--- src/rtl/adc_serial_responder.sv ---
// adc_serial_responder
//   Device end of the 8-channel serial ADC link. Synchronizes the master's
//   CS_N / SCLK / SADDR pins and detects their edges. It captures the 3-bit
//   channel address on SCLK rises 3..5. It shifts a FRAME_BITS-wide word,
//   made of leading zeros and then the DATA_W-bit sample, MSB first on ADC_SDAT.
//   The address decoded in one frame selects the channel returned in the next.
//   SYNC_STAGES must be at least 2: edges compare the last two stages.

module adc_serial_responder #(
    parameter int DATA_W      = 12,
    parameter int FRAME_BITS  = 16,
    parameter int SYNC_STAGES = 2
) (
    input  logic                  clk,
    input  logic                  reset,
    input  logic                  ADC_CS_N,
    input  logic                  ADC_SCLK,
    input  logic                  ADC_SADDR,
    input  logic [8*DATA_W-1:0]   ch_data,
    output logic                  ADC_SDAT,
    output logic [2:0]            cur_ch,
    output logic [2:0]            next_ch,
    output logic                  frame_active,
    output logic                  frame_done
);

    localparam int CNT_W = $clog2(FRAME_BITS + 1);
    localparam int PAD_W = FRAME_BITS - DATA_W;

    typedef enum logic [0:0] {
        ST_IDLE  = 1'b0,
        ST_SHIFT = 1'b1
    } state_t;

    // Build a frame word: zero padding followed by the selected channel sample.
    function automatic logic [FRAME_BITS-1:0] load_word(
        input logic [8*DATA_W-1:0] data,
        input logic [2:0]          ch
    );
        logic [DATA_W-1:0] sample;
        sample = data[int'(ch) * DATA_W +: DATA_W];
        return {{PAD_W{1'b0}}, sample};
    endfunction

    // Synchronizer chains; index 0 is the newest sample, SYNC_STAGES-1 the oldest.
    logic [SYNC_STAGES-1:0] cs_sync_q;
    logic [SYNC_STAGES-1:0] sclk_sync_q;
    logic [SYNC_STAGES-1:0] saddr_sync_q;

    logic                   cs_fall_s;
    logic                   cs_rise_s;
    logic                   sclk_rise_s;
    logic                   sclk_fall_s;
    logic                   s_saddr;

    state_t                 state_q, state_d;
    logic [FRAME_BITS-1:0]  shreg_q, shreg_d;
    logic [CNT_W-1:0]       rise_cnt_q, rise_cnt_d;
    logic [CNT_W-1:0]       rise_num_s;
    logic [2:0]             addr_q, addr_d;
    logic [2:0]             addr_cap_s;
    logic [2:0]             cur_ch_q, cur_ch_d;
    logic [2:0]             next_ch_q, next_ch_d;
    logic                   sdat_q, sdat_d;
    logic                   frame_active_q, frame_active_d;
    logic                   frame_done_q, frame_done_d;

    // Shift the raw pins through the synchronizer chains (idle levels on reset).
    always_ff @(posedge clk or posedge reset) begin
        if (reset) begin
            cs_sync_q    <= {SYNC_STAGES{1'b1}};
            sclk_sync_q  <= {SYNC_STAGES{1'b1}};
            saddr_sync_q <= {SYNC_STAGES{1'b0}};
        end else begin
            cs_sync_q    <= {cs_sync_q[SYNC_STAGES-2:0], ADC_CS_N};
            sclk_sync_q  <= {sclk_sync_q[SYNC_STAGES-2:0], ADC_SCLK};
            saddr_sync_q <= {saddr_sync_q[SYNC_STAGES-2:0], ADC_SADDR};
        end
    end

    // Edge detection between the last two synchronizer stages.
    always_comb begin
        cs_fall_s   = cs_sync_q[SYNC_STAGES-1]   & ~cs_sync_q[SYNC_STAGES-2];
        cs_rise_s   = ~cs_sync_q[SYNC_STAGES-1]  &  cs_sync_q[SYNC_STAGES-2];
        sclk_rise_s = ~sclk_sync_q[SYNC_STAGES-1] &  sclk_sync_q[SYNC_STAGES-2];
        sclk_fall_s = sclk_sync_q[SYNC_STAGES-1]  & ~sclk_sync_q[SYNC_STAGES-2];
        s_saddr     = saddr_sync_q[SYNC_STAGES-1];
    end

    // Rise number about to be counted, and the address with that rise's bit merged in.
    always_comb begin
        rise_num_s = rise_cnt_q + CNT_W'(1);
        addr_cap_s = addr_q;
        if (rise_num_s == CNT_W'(3)) begin
            addr_cap_s[2] = s_saddr;
        end else if (rise_num_s == CNT_W'(4)) begin
            addr_cap_s[1] = s_saddr;
        end else if (rise_num_s == CNT_W'(5)) begin
            addr_cap_s[0] = s_saddr;
        end else begin
            addr_cap_s = addr_q;
        end
    end

    // Frame FSM: next state, shift register, counters, channel tracking and output values.
    always_comb begin
        state_d        = state_q;
        shreg_d        = shreg_q;
        rise_cnt_d     = rise_cnt_q;
        addr_d         = addr_q;
        cur_ch_d       = cur_ch_q;
        next_ch_d      = next_ch_q;
        frame_done_d   = 1'b0;
        sdat_d         = 1'b0;
        frame_active_d = 1'b0;
        case (state_q)
            ST_IDLE: begin
                sdat_d         = 1'b0;
                frame_active_d = 1'b0;
                if (cs_fall_s) begin
                    shreg_d    = load_word(ch_data, next_ch_q);
                    cur_ch_d   = next_ch_q;
                    rise_cnt_d = '0;
                    addr_d     = 3'b000;
                    state_d    = ST_SHIFT;
                end else begin
                    state_d    = ST_IDLE;
                end
            end
            ST_SHIFT: begin
                sdat_d         = shreg_q[FRAME_BITS-1];
                frame_active_d = 1'b1;
                // A CS_N rise takes priority over any SCLK edge in the same clock.
                if (cs_rise_s) begin
                    state_d    = ST_IDLE;
                    rise_cnt_d = '0;
                    addr_d     = 3'b000;
                end else if (sclk_rise_s) begin
                    if (rise_num_s == CNT_W'(FRAME_BITS)) begin
                        // Last rise: publish the address and start the next frame at once.
                        frame_done_d = 1'b1;
                        next_ch_d    = addr_cap_s;
                        cur_ch_d     = addr_cap_s;
                        shreg_d      = load_word(ch_data, addr_cap_s);
                        rise_cnt_d   = '0;
                        addr_d       = 3'b000;
                    end else begin
                        rise_cnt_d   = rise_num_s;
                        addr_d       = addr_cap_s;
                    end
                end else if (sclk_fall_s) begin
                    // The fall preceding the first rise must not consume the MSB.
                    if (rise_cnt_q != '0) begin
                        shreg_d = {shreg_q[FRAME_BITS-2:0], 1'b0};
                    end else begin
                        shreg_d = shreg_q;
                    end
                end else begin
                    state_d = ST_SHIFT;
                end
            end
            default: begin
                state_d    = ST_IDLE;
                rise_cnt_d = '0;
                addr_d     = 3'b000;
            end
        endcase
    end

    // State, datapath and output registers.
    always_ff @(posedge clk or posedge reset) begin
        if (reset) begin
            state_q        <= ST_IDLE;
            shreg_q        <= '0;
            rise_cnt_q     <= '0;
            addr_q         <= 3'b000;
            cur_ch_q       <= 3'b000;
            next_ch_q      <= 3'b000;
            sdat_q         <= 1'b0;
            frame_active_q <= 1'b0;
            frame_done_q   <= 1'b0;
        end else begin
            state_q        <= state_d;
            shreg_q        <= shreg_d;
            rise_cnt_q     <= rise_cnt_d;
            addr_q         <= addr_d;
            cur_ch_q       <= cur_ch_d;
            next_ch_q      <= next_ch_d;
            sdat_q         <= sdat_d;
            frame_active_q <= frame_active_d;
            frame_done_q   <= frame_done_d;
        end
    end

    assign ADC_SDAT     = sdat_q;
    assign cur_ch       = cur_ch_q;
    assign next_ch      = next_ch_q;
    assign frame_active = frame_active_q;
    assign frame_done   = frame_done_q;

endmodule

--- config.mk ---
export PLATFORM = sky130hd
export DESIGN_NAME = adc_serial_responder
export DESIGN_NICKNAME = d
export VERILOG_FILES = /design/src/rtl/adc_serial_responder.sv
export SDC_FILE = /design/constraint.sdc
export NUM_CORES = 1
export LEC_CHECK = 0
export ABC_AREA = 1
export BUFFER_PORTS_ARGS = -buffer_cell sky130_fd_sc_hd__buf_2
export CORE_ASPECT_RATIO = 1.1
export CORE_MARGIN = 8
export CORE_UTILIZATION = 54
export CTS_CLUSTER_SIZE = 24
export DETAILED_ROUTE_END_ITERATION = 16
export MAX_ROUTING_LAYER = met4
export PLACE_DENSITY = 0.81
export SLEW_MARGIN = 0
export SYNTH_ARGS = -nofsm -noshare
export SYNTH_HDL_FRONTEND = slang
export SYNTH_SLANG_ARGS = --single-unit
export TNS_END_PERCENT = 50
--- constraint.sdc ---
create_clock -name clk -period 2.4 [get_ports clk]
set_clock_uncertainty 0.05 [all_clocks]
set_input_delay 0.48 -clock clk [delete_from_list [all_inputs] [get_ports clk]]
set_output_delay 0.48 -clock clk [all_outputs]
set_load 0.005 [all_outputs]
==> impl_summary.txt, run 1 <==
----------------------------------------------------
[Status]
  Outcome ... complete, no violations

[Clock network]
  Number of buffers added to fix hold violations after cts ... 0
  Number of H-tree branching levels ... 2
  TritonCTS clock tree ... built
  Number of buffers created by CTS ... 5
  Clock-pin transition on the worst setup and hold timing paths ... 0.08 ns
  Root buf cell ... clkbuf_8
  Number of sinks driven by the clock tree ... 40
  Buffer depth of the longest clock path ... 2
  Clock latency at the later pin of the worst-skew pair ... 0.30 ns

[Synth]
  Area share of xor/xnor cells in the synthesized design ... 0.00223
  Net Count, Synth ... 731
  Yosys warnings ... 0
  Top area cells in the synthesized netlist ... dfrtp_1 23%, nand3_1 13%, inv_1 9.4%, nand2_1 8.7%, o21ai_0 7.1%
  Main combinational cell family by area after synthesis ... simple AND/OR/NAND/NOR gates
  Dominant cell type by area after synthesis ... dfrtp_1
  Proportion of synthesized flip-flops having asynchronous set or reset ... 1.00
  Post-Synthesis Cell Area ... 0.00393 mm2
  Synthesized-area fraction occupied by ao, oa, aoi and oai cells ... 0.209
  Count of cell types in the netlist ... 36
  Proportion of netlist area held by the largest area contributor ... 0.229
  Mean post-synth cell area ... about 6.3 um2
  Number of enable flip-flop cells after synthesis ... 0
  Commonest register cell after synthesis ... dfrtp_1
  Leading post-synthesis cells by instance count ... 106 x nand3_1, 98 x inv_1, 91 x nand2_1
  Synthesized-area fraction occupied by adder cells ... 0.0159
  Portion of the post-synthesis area used by sequential elements ... 0.256
  Proportion of synthesized area in mux cells ... 0
  Register bit total from synthesis ... 40
  Post-synthesis simple-gate area fraction ... 0.358
  Most repeated cell in the gate-level netlist after synthesis ... nand3_1
  Synthesized instance count ... 625

[Layout]
  # nets final ... 827
  Layout overhead on the synthesized area ... 20.3%
  Area of the multi-input gates ... 0.00232 mm2
  Share of layout cells above drive strength 1 ... 0.234
  Non-filler cells, final ... between 800 and 900
  Design Area, Final ... approximately 0.0047 mm2
  Number of filler cells placed in the layout ... 639
  Final core utilization ... 0.671
  Diode count ... 0
  Register Area ... roughly 0.0010 mm2

[Routing]
  DR pass1 iterations ... 7
  Remaining routing DRC violations ... 0
  Detailed Route WL ... 14100 um
  Number of vias in the routed layout ... 4824
  Wire per inst ... 17.4 um
  Avg Vias per Cell ... 5.98
  Count of routing violations after the opening detailed-route iteration ... 373
  Detail Route Antenna Nets ... 0

[Placement]
  Number of port buffers ... 109
  Final weighted congestion in routability-driven placement ... 1.03
  Post-detailed-placement half-perimeter wirelength ... a little over 10000 um
  Cell total after placement ... just under 800
  Post-place instance area ... approximately 0.0045 mm2
  DP Worst Slack ... 0.0256 ns

[Global route]
  Met1 Resource Use GR ... 0.317
  Vias in the first global route ... 4680
  Peak-usage layer in the global routing report ... met2
  Largest net degree at the start of global routing ... 60
  Global-route track usage on met3 ... 0.0523
  Global-route usage over all layers ... 0.273
  Antenna violations before repair ... 0
  Total gr overflow ... 0
  First-pass GRT wire length ... 22900 um
  Met2 usage in global routing ... 0.445

[Floorplanning]
  Number of top-level pins ... 110
  Placeable core area ... 0.00705 mm2
  Height of the die ... 106 um
  Die Footprint ... 0.0103 mm2
  Number of placement rows ... 32
  Initial core utilization ... 0.558
  Chip width ... 97.4 um

[STA]
  Total Neg Setup Slack ... 0 ns
  Number of hold violations in the final report ... 0
  Post-route setup slack ... between 0.1 and 0.15 ns
  Setup violators final ... 0
  Hold slack final ... 0.219 ns
  Worst slew margin relative to its limit ... 0.639
  Final Cycle Share ... 0.949
  Upper clock frequency limit ... 439 MHz
  Number of slew-limit violations in the final report ... 0
  Minimum clock period ... 2.28 ns
  Actual transition at the worst max-transition pin ... ~0.54 ns

[Setup path]
  Critical path type ... register to register
  Startpoint class of the critical path ... register
  CP Max Fanout ... 42
  Arrival time of data at the critical path endpoint ... 2.45 ns
  Capturing element type of the critical path ... register
  WP data required ... 2.57 ns

[Power and ir drop]
  Worst voltage drop across the vdd grid ... 0.455 mV
  Cell area power density ... 430 mW/mm2
  Clock share of power ... 0.293
  Net Sw Power ... 655 uW
  Power share of the sequential group ... 0.427
  Internal power ... 1.38 mW
  Overall power after layout ... 2.04 mW
  Lkg Pwr ... 2.42 nW
  Comb power frac ... 0.281
  Switch share ... 0.321

[Job]
  Max_cap viols ... 0

[Worst hold path]
  Class of the tightest hold or removal check ... input pin to register

----------------------------------------------------
## critical path, stage by stage (launching register included)
cell	delay, ns
dfrtp_1	0.42
buf_4	0.15
ha_1	0.17
inv_1	0.13
nand2_1	0.11
nor2_4	0.15
nand2_2	0.11
nand2_8	0.14
nand2_2	0.09
buf_12	0.18
nand2_1	0.07
nand3_1	0.12
nand3_1	0.12
nand3_1	0.06
a21oi_1	0.13
## path summary, 6_finish.rpt
| check | end | depth (start not counted) | slack [ns] | startpoint |
|---|---|---|---|---|
| worst max-delay path | shreg_q[1] | 14 | 0.12 | rise_cnt_q[1] |
| worst min-delay path | sclk_sync_q[0] | 1 | 0.22 | ADC_SCLK |
| worst max register to register | shreg_q[1] | 14 | 0.12 | rise_cnt_q[1] |
| worst min register to register | saddr_sync_q[1] | 0 | 0.30 | saddr_sync_q[0] |
| max in group asynchronous | rise_cnt_q[0] | 3 | 1.67 | reset |
| min in group asynchronous | ADC_SDAT | 3 | 0.23 | reset |
## per-layer routing
layer	share of wire	vias to the layer above
li1	-	2273
met1	0.39	2203
met2	0.47	299
met3	0.097	49
met4	0.044	0
met5	0	-
## registers in the layout, summed over array words and instances (netlist names)
register,flops
state_q,1
shreg_q,16
cur_ch,3
addr_q,3
saddr_sync_q,2
cs_sync_q,2
next_ch,3
ADC_SDAT,1
frame_done,1
sclk_sync_q,2
rise_cnt_q,5
frame_active,1
## what timing repair did
| item | CTS | global route |
|---|---|---|
| buffers inserted | 0 | 5 |
| resized for setup | 0 | 7 |
| endpoints found under the hold margin | 0 | 0 |
| endpoints found under the setup margin | 0 | 12 |
## final cells by class
type | count | share of cell area
sequential | 40 | 0.213
timing repair buffer | 133 | 0.167
clock buffer | 6 | 0.0175
inverter | 102 | 0.0815
tap | 85 | 0.0225
multi-input combinational | 439 | 0.490
clock inverter | 2 | 0.00820
## cell families (layout without fill, tap and decap cells)
logic type	Yosys count	in the layout
and+or+nand+nor	286	286
DFF	40	40
buffers and inverters	146	243
AOI/OAI and AO/OA	147	147
xor gates and xnor gates	1	1
adders and majority gates	5	5
## power groups by stage
stage	combinational (mW)	sequential, mW	clock, mW
after floorplan	0.348	0.856	0
after global placement	0.539	0.874	0
after detailed placement	0.555	0.880	0
after CTS	0.558	0.867	0.605
after global routing	0.637	0.882	0.627
final	0.571	0.869	0.596
## cells in the final DEF, fill, tap and decap left out, types with 3 or more instances in the layout
cell      instances
dfstp_2           4
a21oi_1          53
nand3_2           6
nor3_1           11
dfrtp_1          35
clkbuf_8          6
buf_4            18
inv_1            98
nor2_1           34
nand3_1         106
nand4_1           5
o21ai_0          56
nand3b_1         24
a22o_1           10
o22ai_1          17
buf_2           109
nand2_2           3
nand2_1          91
buf_12            5
a21oi_2           3
ha_1              4
(Power assumes the default switching activity.)
==> run 2, diff against run 1 <==
REMOVE_ABC_BUFFERS = 1   (was default)
==> impl_summary.txt, run 2 (synthesized netlist as in run 1, its figures left out) <==
----------------------------------------------------
[Placement]
  Post-detailed-placement half-perimeter wirelength ... 9240 um (-9.3%)
  Final weighted congestion in routability-driven placement ... 0.884 (-14%)
  Number of port buffers ... 109 (unchanged)

[Clock network]
  Number of buffers added to fix hold violations after cts ... 0 (unchanged)
  Clock-pin transition on the worst setup and hold timing paths ... 0.08 ns (about the same)
  Buffer depth of the longest clock path ... 2 (unchanged)
  Post-CTS Repair Setup Buffers ... 0 (unchanged)
  Clock latency at the later pin of the worst-skew pair ... 0.30 ns (about the same)
  Number of buffers created by CTS ... 5 (unchanged)
  Number of sinks driven by the clock tree ... 40 (unchanged)
  Number of H-tree branching levels ... 2 (unchanged)
  Root buf cell ... clkbuf_8
  Gates resized, CTS repair ... 0 (unchanged)
  TritonCTS clock tree ... built

[Floorplanning]
  Chip width ... 97.4 um (unchanged)
  Number of top-level pins ... 110 (unchanged)
  Initial core utilization ... 0.558 (unchanged)
  Die Footprint ... 0.0103 mm2 (unchanged)
  Height of the die ... 106 um (unchanged)
  Number of placement rows ... 32 (unchanged)
  Placeable core area ... 0.00705 mm2 (unchanged)

[Routing]
  Avg Vias per Cell ... 5.95 (-0.54%)
  Count of routing violations after the opening detailed-route iteration ... 563 (+51%)
  Wire per inst ... 16.5 um (-5.6%)
  Number of vias in the routed layout ... 4780 (-0.91%)
  Detailed Route WL ... 13200 um (-6.0%)
  Remaining routing DRC violations ... 0 (unchanged)
  DR pass1 iterations ... 5 (-2)
  Detail Route Antenna Nets ... 0 (unchanged)

[Power and ir drop]
  Lkg Pwr ... 2.38 nW (-1.5%)
  Overall power after layout ... 2.03 mW (-0.45%)
  Cell area power density ... 435 mW/mm2 (+1.1%)
  Worst voltage drop across the vdd grid ... 0.386 mV (-15%)

[Setup path]
  WP data required ... 2.53 ns (-0.04 ns)
  Cell breakdown of the critical path ... buf_4 > ha_1 > inv_1 > nand2_1 > nor2_2 > nand3_4 > nand2_2 > buf_12 > nand2_1 > nand3_1 > nand3_1 > nand3_1 > a21oi_1
  Critical path type ... register to register
  Capturing element type of the critical path ... register
  CP Max Fanout ... 48 (+14%)
  CP most frequent cell ... nand3_1
  Arrival time of data at the critical path endpoint ... 2.35 ns (-0.10 ns)
  Slowest cell delay on critical path ... 0.39 ns (-0.03 ns)
  Standard cell with the maximum stage delay on the critical path ... dfrtp_1
  Startpoint class of the critical path ... register
  Worst-case reg-to-reg path depth ... 13 (-1)

[Layout]
  Diode count ... 0 (unchanged)
  Most frequent cells in the layout ... 109 x buf_2, 106 x nand3_1, 97 x inv_1, 90 x nand2_1, 56 x o21ai_0
  Final core utilization ... 0.661 (-0.0103)
  Largest reg by FF count ... shreg_q
  Layout overhead on the synthesized area ... 18.4%
  Share of layout cells above drive strength 1 ... 0.231 (-0.00320)
  Number of flip-flops in the largest register ... 16 (unchanged)
  Most frequent standard cell in the layout excluding fill and tap cells ... buf_2
  # nets final ... 824 (-0.36%)
  Largest registers in the final layout ... shreg_q (16), rise_cnt_q (5)

[STA]
  Minimum clock period ... 2.22 ns (-0.0536 ns)
  Final Cycle Share ... 0.927 (-0.0223)
  Number of slew-limit violations in the final report ... 0 (unchanged)
  Upper clock frequency limit ... 450 MHz (+2.4%)
  Actual transition at the worst max-transition pin ... 0.585 ns (+0.0436 ns)
  Setup repair after global routing missed its margin ... false
  Hold slack final ... 0.217 ns (-0.00151 ns)
  Setup violators final ... 0 (unchanged)
  Total Neg Setup Slack ... 0 ns (unchanged)
  Worst slew margin relative to its limit ... 0.610 (-0.0291)
  Number of hold violations in the final report ... 0 (unchanged)

[Status]
  Outcome ... complete, no violations

[Worst hold path]
  Hold Crit Depth ... 1 (unchanged)
  Class of the tightest hold or removal check ... input pin to register

[Global route]
  Vias in the first global route ... 4737 (+1.2%)
  First-pass GRT wire length ... 22300 um (-2.4%)
  Largest net degree at the start of global routing ... 49 (-18%)
  Total gr overflow ... 0 (unchanged)
  Antenna violations before repair ... 0 (unchanged)
  Global-route usage over all layers ... 0.260 (-0.0128)

[Job]
  Max_cap viols ... 0 (unchanged)

----------------------------------------------------
run 2: cell types whose count changed in the layout (fill, tap and decap cells not counted), sizes merged:
cell      previous run  this run
clkinvlp             0         1
buf                133       130
inv                101       100
run 2: path summary, 6_finish.rpt:
| path | from | slack (ns) | to |
|---|---|---|---|
| worst max-delay path | rise_cnt_q[0] | 0.18 | shreg_q[8] |
| worst min-delay path | ADC_SCLK | 0.22 | sclk_sync_q[0] |
| worst max register to register | rise_cnt_q[0] | 0.18 | shreg_q[8] |
| worst min register to register | saddr_sync_q[0] | 0.31 | saddr_sync_q[1] |
| max in group asynchronous | reset | 1.69 | shreg_q[4] |
| min in group asynchronous | reset | 0.24 | rise_cnt_q[4] |
run 2: critical path: cells and delay by family, from the launching register on:
kind	cells	cell delay [ns]
compound gates	1	0.06
fa+ha+maj	1	0.19
buf+inv	3	0.52
flops	1	0.39
simple gates	8	0.89
run 2: through the flow:
| stage | area [um2] | setup slack, ns | std cells |
|---|---|---|---|
| floorplan | 3690 | -0.618 | 581 |
| global placement | 4520 | 0.229 | 796 |
| detailed placement | 4520 | 0.165 | 796 |
| CTS | 4650 | 0.141 | 804 |
| global route | 4660 | 0.00496 | 804 |
| finish | 4660 | 0.176 | 804 |
run 2: layer usage:
metal	GRT usage	wire length, um
met5	-	0
met3	0.0581	1400
met2	0.425	6240
met1	0.300	5230
met4	0.113	374
run 2: report_power, final:
group	switching, mW	leakage [nW]	internal [mW]
clock	0.256	0.0614	0.340
sequential	0.0737	0.496	0.793
combinational	0.316	1.82	0.248
run 2: layout make-up:
class,instances,area (um2)
fill,661,2390
tap,85,106
timing repair buffer,130,728
clock inverter,2,38.8
sequential,40,1010
clock buffer,6,82.6
inverter,102,389
multi-input combinational,439,2310
